File: config.mk
export PLATFORM = sky130hd
export DESIGN_NAME = uart_echo_ctrl
export DESIGN_NICKNAME = d
export VERILOG_FILES = /design/src/rtl/uart_echo_ctrl.sv
export SDC_FILE = /design/constraint.sdc
export NUM_CORES = 1
export LEC_CHECK = 0
export BUFFER_PORTS_ARGS = -buffer_cell sky130_fd_sc_hd__buf_4
export CAP_MARGIN = 20
export CORE_UTILIZATION = 47
export CTS_BUF_LIST = sky130_fd_sc_hd__clkbuf_16
export CTS_CLUSTER_SIZE = 28
export DETAILED_ROUTE_END_ITERATION = 8
export PLACE_DENSITY = 0.8
export SYNTH_ARGS = -nofsm -noshare
export SYNTH_HDL_FRONTEND = slang
export SYNTH_SLANG_ARGS = --single-unit
File: constraint.sdc
create_clock -name clk_i -period 2.17 [get_ports clk_i]
set_input_delay 0.3255 -clock clk_i [delete_from_list [all_inputs] [get_ports clk_i]]
set_output_delay 0.3255 -clock clk_i [all_outputs]
set_load 0.02 [all_outputs]
File: src/rtl/uart_echo_ctrl.sv
// Echo sequencer for the UART FIFO handshake: pops one RX byte, waits for TX space, pushes it.
// Optional macro ECHO_CRLF_EN appends 0x0A after every echoed 0x0D.
module uart_echo_ctrl #(
   parameter int unsigned TX_TIMEOUT = 1024,
   parameter int unsigned CNT_W      = 16
) (
   input  logic             clk_i,
   input  logic             reset_i,
   input  logic             enable_i,
   input  logic             rx_empty_i,
   input  logic             tx_full_i,
   input  logic [7:0]       r_data_i,
   output logic             rd_uart_o,
   output logic             wr_uart_o,
   output logic [7:0]       w_data_o,
   output logic             busy_o,
   output logic             drop_o,
   output logic [CNT_W-1:0] echo_count_o,
   output logic [CNT_W-1:0] drop_count_o
);

   localparam logic [2:0] S_IDLE    = 3'd0;
   localparam logic [2:0] S_CAPTURE = 3'd1;
   localparam logic [2:0] S_WAIT_TX = 3'd2;
   localparam logic [2:0] S_SEND    = 3'd3;
`ifdef ECHO_CRLF_EN
   localparam logic [2:0] S_WAIT_LF = 3'd4;
   localparam logic [2:0] S_SEND_LF = 3'd5;
`endif
   localparam logic [15:0] TMO_LAST = 16'(TX_TIMEOUT - 1);

   logic [2:0]       state_q, state_d;
   logic [7:0]       hold_q, hold_d;
   logic [15:0]      tmo_q, tmo_d;
   logic             drop_q, drop_d;
   logic [CNT_W-1:0] echo_q, echo_d;
   logic [CNT_W-1:0] dcnt_q, dcnt_d;

   always_comb begin
      state_d = state_q;
      hold_d  = hold_q;
      tmo_d   = tmo_q;
      drop_d  = 1'b0;
      echo_d  = echo_q;
      dcnt_d  = dcnt_q;
      case (state_q)
         S_IDLE: begin
            if (enable_i && !rx_empty_i) state_d = S_CAPTURE;
         end
         S_CAPTURE: begin
            hold_d  = r_data_i;
            tmo_d   = '0;
            state_d = S_WAIT_TX;
         end
`ifdef ECHO_CRLF_EN
         S_WAIT_TX, S_WAIT_LF: begin
`else
         S_WAIT_TX: begin
`endif
            // A free TX slot on the last count cycle still sends: SEND beats drop.
            if (!tx_full_i) begin
`ifdef ECHO_CRLF_EN
               state_d = (state_q == S_WAIT_LF) ? S_SEND_LF : S_SEND;
`else
               state_d = S_SEND;
`endif
            end else if (tmo_q == TMO_LAST) begin
               drop_d  = 1'b1;
               dcnt_d  = dcnt_q + CNT_W'(1);
               state_d = S_IDLE;
            end else begin
               tmo_d = tmo_q + 16'd1;
            end
         end
         S_SEND: begin
            echo_d  = echo_q + CNT_W'(1);
            state_d = S_IDLE;
`ifdef ECHO_CRLF_EN
            if (hold_q == 8'h0D) begin
               state_d = S_WAIT_LF;
               tmo_d   = '0;
            end
`endif
         end
`ifdef ECHO_CRLF_EN
         S_SEND_LF: state_d = S_IDLE;
`endif
         default: state_d = S_IDLE;
      endcase
   end

   always_ff @(posedge clk_i) begin
      if (reset_i) begin
         state_q <= S_IDLE;
         hold_q  <= '0;
         tmo_q   <= '0;
         drop_q  <= 1'b0;
         echo_q  <= '0;
         dcnt_q  <= '0;
      end else begin
         state_q <= state_d;
         hold_q  <= hold_d;
         tmo_q   <= tmo_d;
         drop_q  <= drop_d;
         echo_q  <= echo_d;
         dcnt_q  <= dcnt_d;
      end
   end

   // Strobes decode registered state only; no input reaches rd/wr combinationally.
   assign rd_uart_o = (state_q == S_CAPTURE);
`ifdef ECHO_CRLF_EN
   assign wr_uart_o = (state_q == S_SEND) || (state_q == S_SEND_LF);
   assign w_data_o  = (state_q == S_SEND_LF) ? 8'h0A : hold_q;
`else
   assign wr_uart_o = (state_q == S_SEND);
   assign w_data_o  = hold_q;
`endif
   assign busy_o       = (state_q != S_IDLE);
   assign drop_o       = drop_q;
   assign echo_count_o = echo_q;
   assign drop_count_o = dcnt_q;

endmodule

==> qor.yml <==
io_pins: 57
drcViolationCount: 0
ys_ff_latch: 59
die_width_um: 81.3
antenna_cells: 0
path_max_fanout: 5
rsz0062_at_grt: "no"
tightest_slew_ns: 0.452
grt_usage_pct: 23.0
leakage_nw: 1.39
grt_pass1_wl_um: 11800
arrival_ns: 2.29
synthArstFlopShare_pct: 0
port_buffers: 56
ff2ff_setup_slack_ns: 0.12
cts_buffers: 9
cp-start-kind: "flop"
initial_utilization_pct: 49.4
hold_buffers: 0
synthesis.area_sq_um: 2960
cts_max_path_buffers: 2
yosys.cell_count.top_type: "dfxtp_1"
powerDensity_nw_per_um2: 644
cts_htree_levels: 3
die_height_um: 81.3
hold_path_class: "input pin to flop"
reg2reg_to: "drop_count_o[5]$_SDFFE_PP0P_"
drv_slew: 0
post-route-period-util_pct: 94.3
r2r_cells: 4
drive_above_1_share_pct: 23.8
vias_per_cell: 5.94
status: "finished clean"
grt_pass1_vias: 2614
ant_nets: 0
pre_cts_ws_ns: 0.0482
vias: 2916
nFillCells: 523
period_minus_slack_ns: 2.05
synth_top_area_share_pct: 39.9
finalWorstSetupSlack_ns: 0.123
netlist_top_cells_count: "dfxtp_1, a21oi_1, nand2_1, or4_1, nand3_1"
firstDrtPassIters: 4
synth_area_leader_cell: "dfxtp_1"
synth_seq_area_share_pct: 39.9
end_kind: "flop"
critPathRequiredTime_ns: 2.42
hold_viol: 0
ir_worst_vdd_uv: 468
wl_per_cell_um: 14.8
hold_end: "w_data_o[6]$_SDFFE_PP0N_"
yosysWarnings: 0
crit_type: "flop to flop"
synth_area_per_cell_sq_um: 8.38
setup_viol: 0
tns_ns: 0
dp_hpwl_um: 5030
cts_tree: "yes"
antenna_found_initial: 0
post-route-util_pct: 62.7
synthFlopType: "dfxtp_1"
nNetsFinal: 428
maxCapViolCount: 0
placed_cell_area_sq_um: 3490
syn_inst: 353
post-route-cell-area_sq_um: 3750
whs_ns: 0.250
drt-total-wl_um: 7270
die_area_sq_um: 6610
r2r-start: "tmo_q[15]$_SDFFE_PP0P_"
grt_max_degree: 43
syn_nets: 369
gr-total-overflow: 0
fp.coreArea_sq_um: 5990
post-cts-setup-buffer-count: 0
ys_types: 50
path_clk_slew_ns: 0.05
fin_total_pwr_mw: 2.42
synth_edf_count: 0
cts.sinks: 59
fin_cells: 491
rows: 28
min_path_cells: 3
synthTopCellsByArea: "dfxtp_1, or4_1, a21oi_1, nand2_1, o31ai_1"
hold_path.startpoint: "r_data_i[6]"
place_congestion: 0.825
dp_cells: 476
skew_ns: 0.00382
fmax_mhz: 489
clock_latency_ns: 0.32
drt_iter0_markers: 130
slew_headroom_pct: 69.9
area_delta_synth_final_pct: 27.0
cts_root_buf: "clkbuf_16"
## how the worst max path moves through the flow
stage | end | from | cells after the start | slack (ns)
global route | drop_count_o[13]$_SDFFE_PP0P_ | tmo_q[0]$_SDFFE_PP0P_ | 5 | 0.01
CTS | drop_count_o[15]$_SDFFE_PP0P_ | tmo_q[0]$_SDFFE_PP0P_ | 5 | 0.03
floorplan | drop_count_o[9]$_SDFFE_PP0P_ | tmo_q[0]$_SDFFE_PP0P_ | 6 | 0.13
global placement | drop_count_o[11]$_SDFFE_PP0P_ | tmo_q[0]$_SDFFE_PP0P_ | 5 | 0.10
detailed placement | drop_count_o[15]$_SDFFE_PP0P_ | tmo_q[0]$_SDFFE_PP0P_ | 5 | 0.05
finish | drop_count_o[5]$_SDFFE_PP0P_ | tmo_q[15]$_SDFFE_PP0P_ | 4 | 0.12
## power breakdown
part           total, mW  internal [mW]  switching, mW  leakage [nW]
Combinational      0.118         0.0483         0.0698         0.784
Sequential          1.10           1.10        0.00936         0.476
Clock               1.20          0.742          0.453         0.129
Total               2.42           1.89          0.532          1.39
## cell type report
cell class | instances | area, sq um | share of cell area, %
inverter | 9 | 33.8 | 0.900
tap | 75 | 93.8 | 2.50
timing repair buffer | 71 | 533 | 14.2
clock buffer | 9 | 225 | 6.00
multi-input combinational | 262 | 1660 | 44.3
sequential | 59 | 1180 | 31.5
clock inverter | 6 | 25.0 | 0.666
## sequential cells by signal, indices dropped and copies added, names as in the netlist
| name | cells |
|---|---|
| tmo_q | 16 |
| w_data_o | 8 |
| drop_count_o | 16 |
| echo_count_o | 16 |
| drop_o | 1 |
| state_q | 2 |
## repair_timing
item                       CTS  global route
gates resized for setup      0             3
hold endpoints to repair     0             0
setup endpoints to repair    0             9
## kinds of logic (layout without fill, tap and decap cells)
logic type / Yosys count / in the layout / share of synthesized area, %
adder cells (fa/ha/maj): 3 / 3 / 1.27
AO/OA/AOI/OAI: 77 / 77 / 16.2
AND/OR/NAND/NOR: 166 / 166 / 33.2
buffers and inverters: 32 / 95 / 4.15
flip-flops: 59 / 59 / 39.9
XOR/XNOR: 9 / 9 / 2.67
multiplexers: 7 / 7 / 2.58
## worst max-delay path, stage by stage (launching register included)
cell,delay (ns)
dfxtp_1,0.35
or4_4,0.58
or4_1,0.55
or3_1,0.34
a21oi_1,0.14
## routing by layer
metal  vias up  GRT usage, %  share of wire (%)
met1      1371          29.0                 44
met2        66          37.1                 50
met4         0          8.39                1.3
li1       1467             -                  -
met3        12          6.40                4.8
met5         -             0                  0
## cell usage in the layout, fill, tap and decap left out, types with 9 or more instances in the layout
cell	count
clkbuf_16	9
or4_1	23
o21ai_0	10
dfxtp_1	59
and3_1	10
a21oi_1	35
nand3_1	22
nand2_1	34
nand4_1	18
o31ai_1	16
buf_4	71
inv_1	9
nor2_1	17
Power figures use the tool's default switching activity.
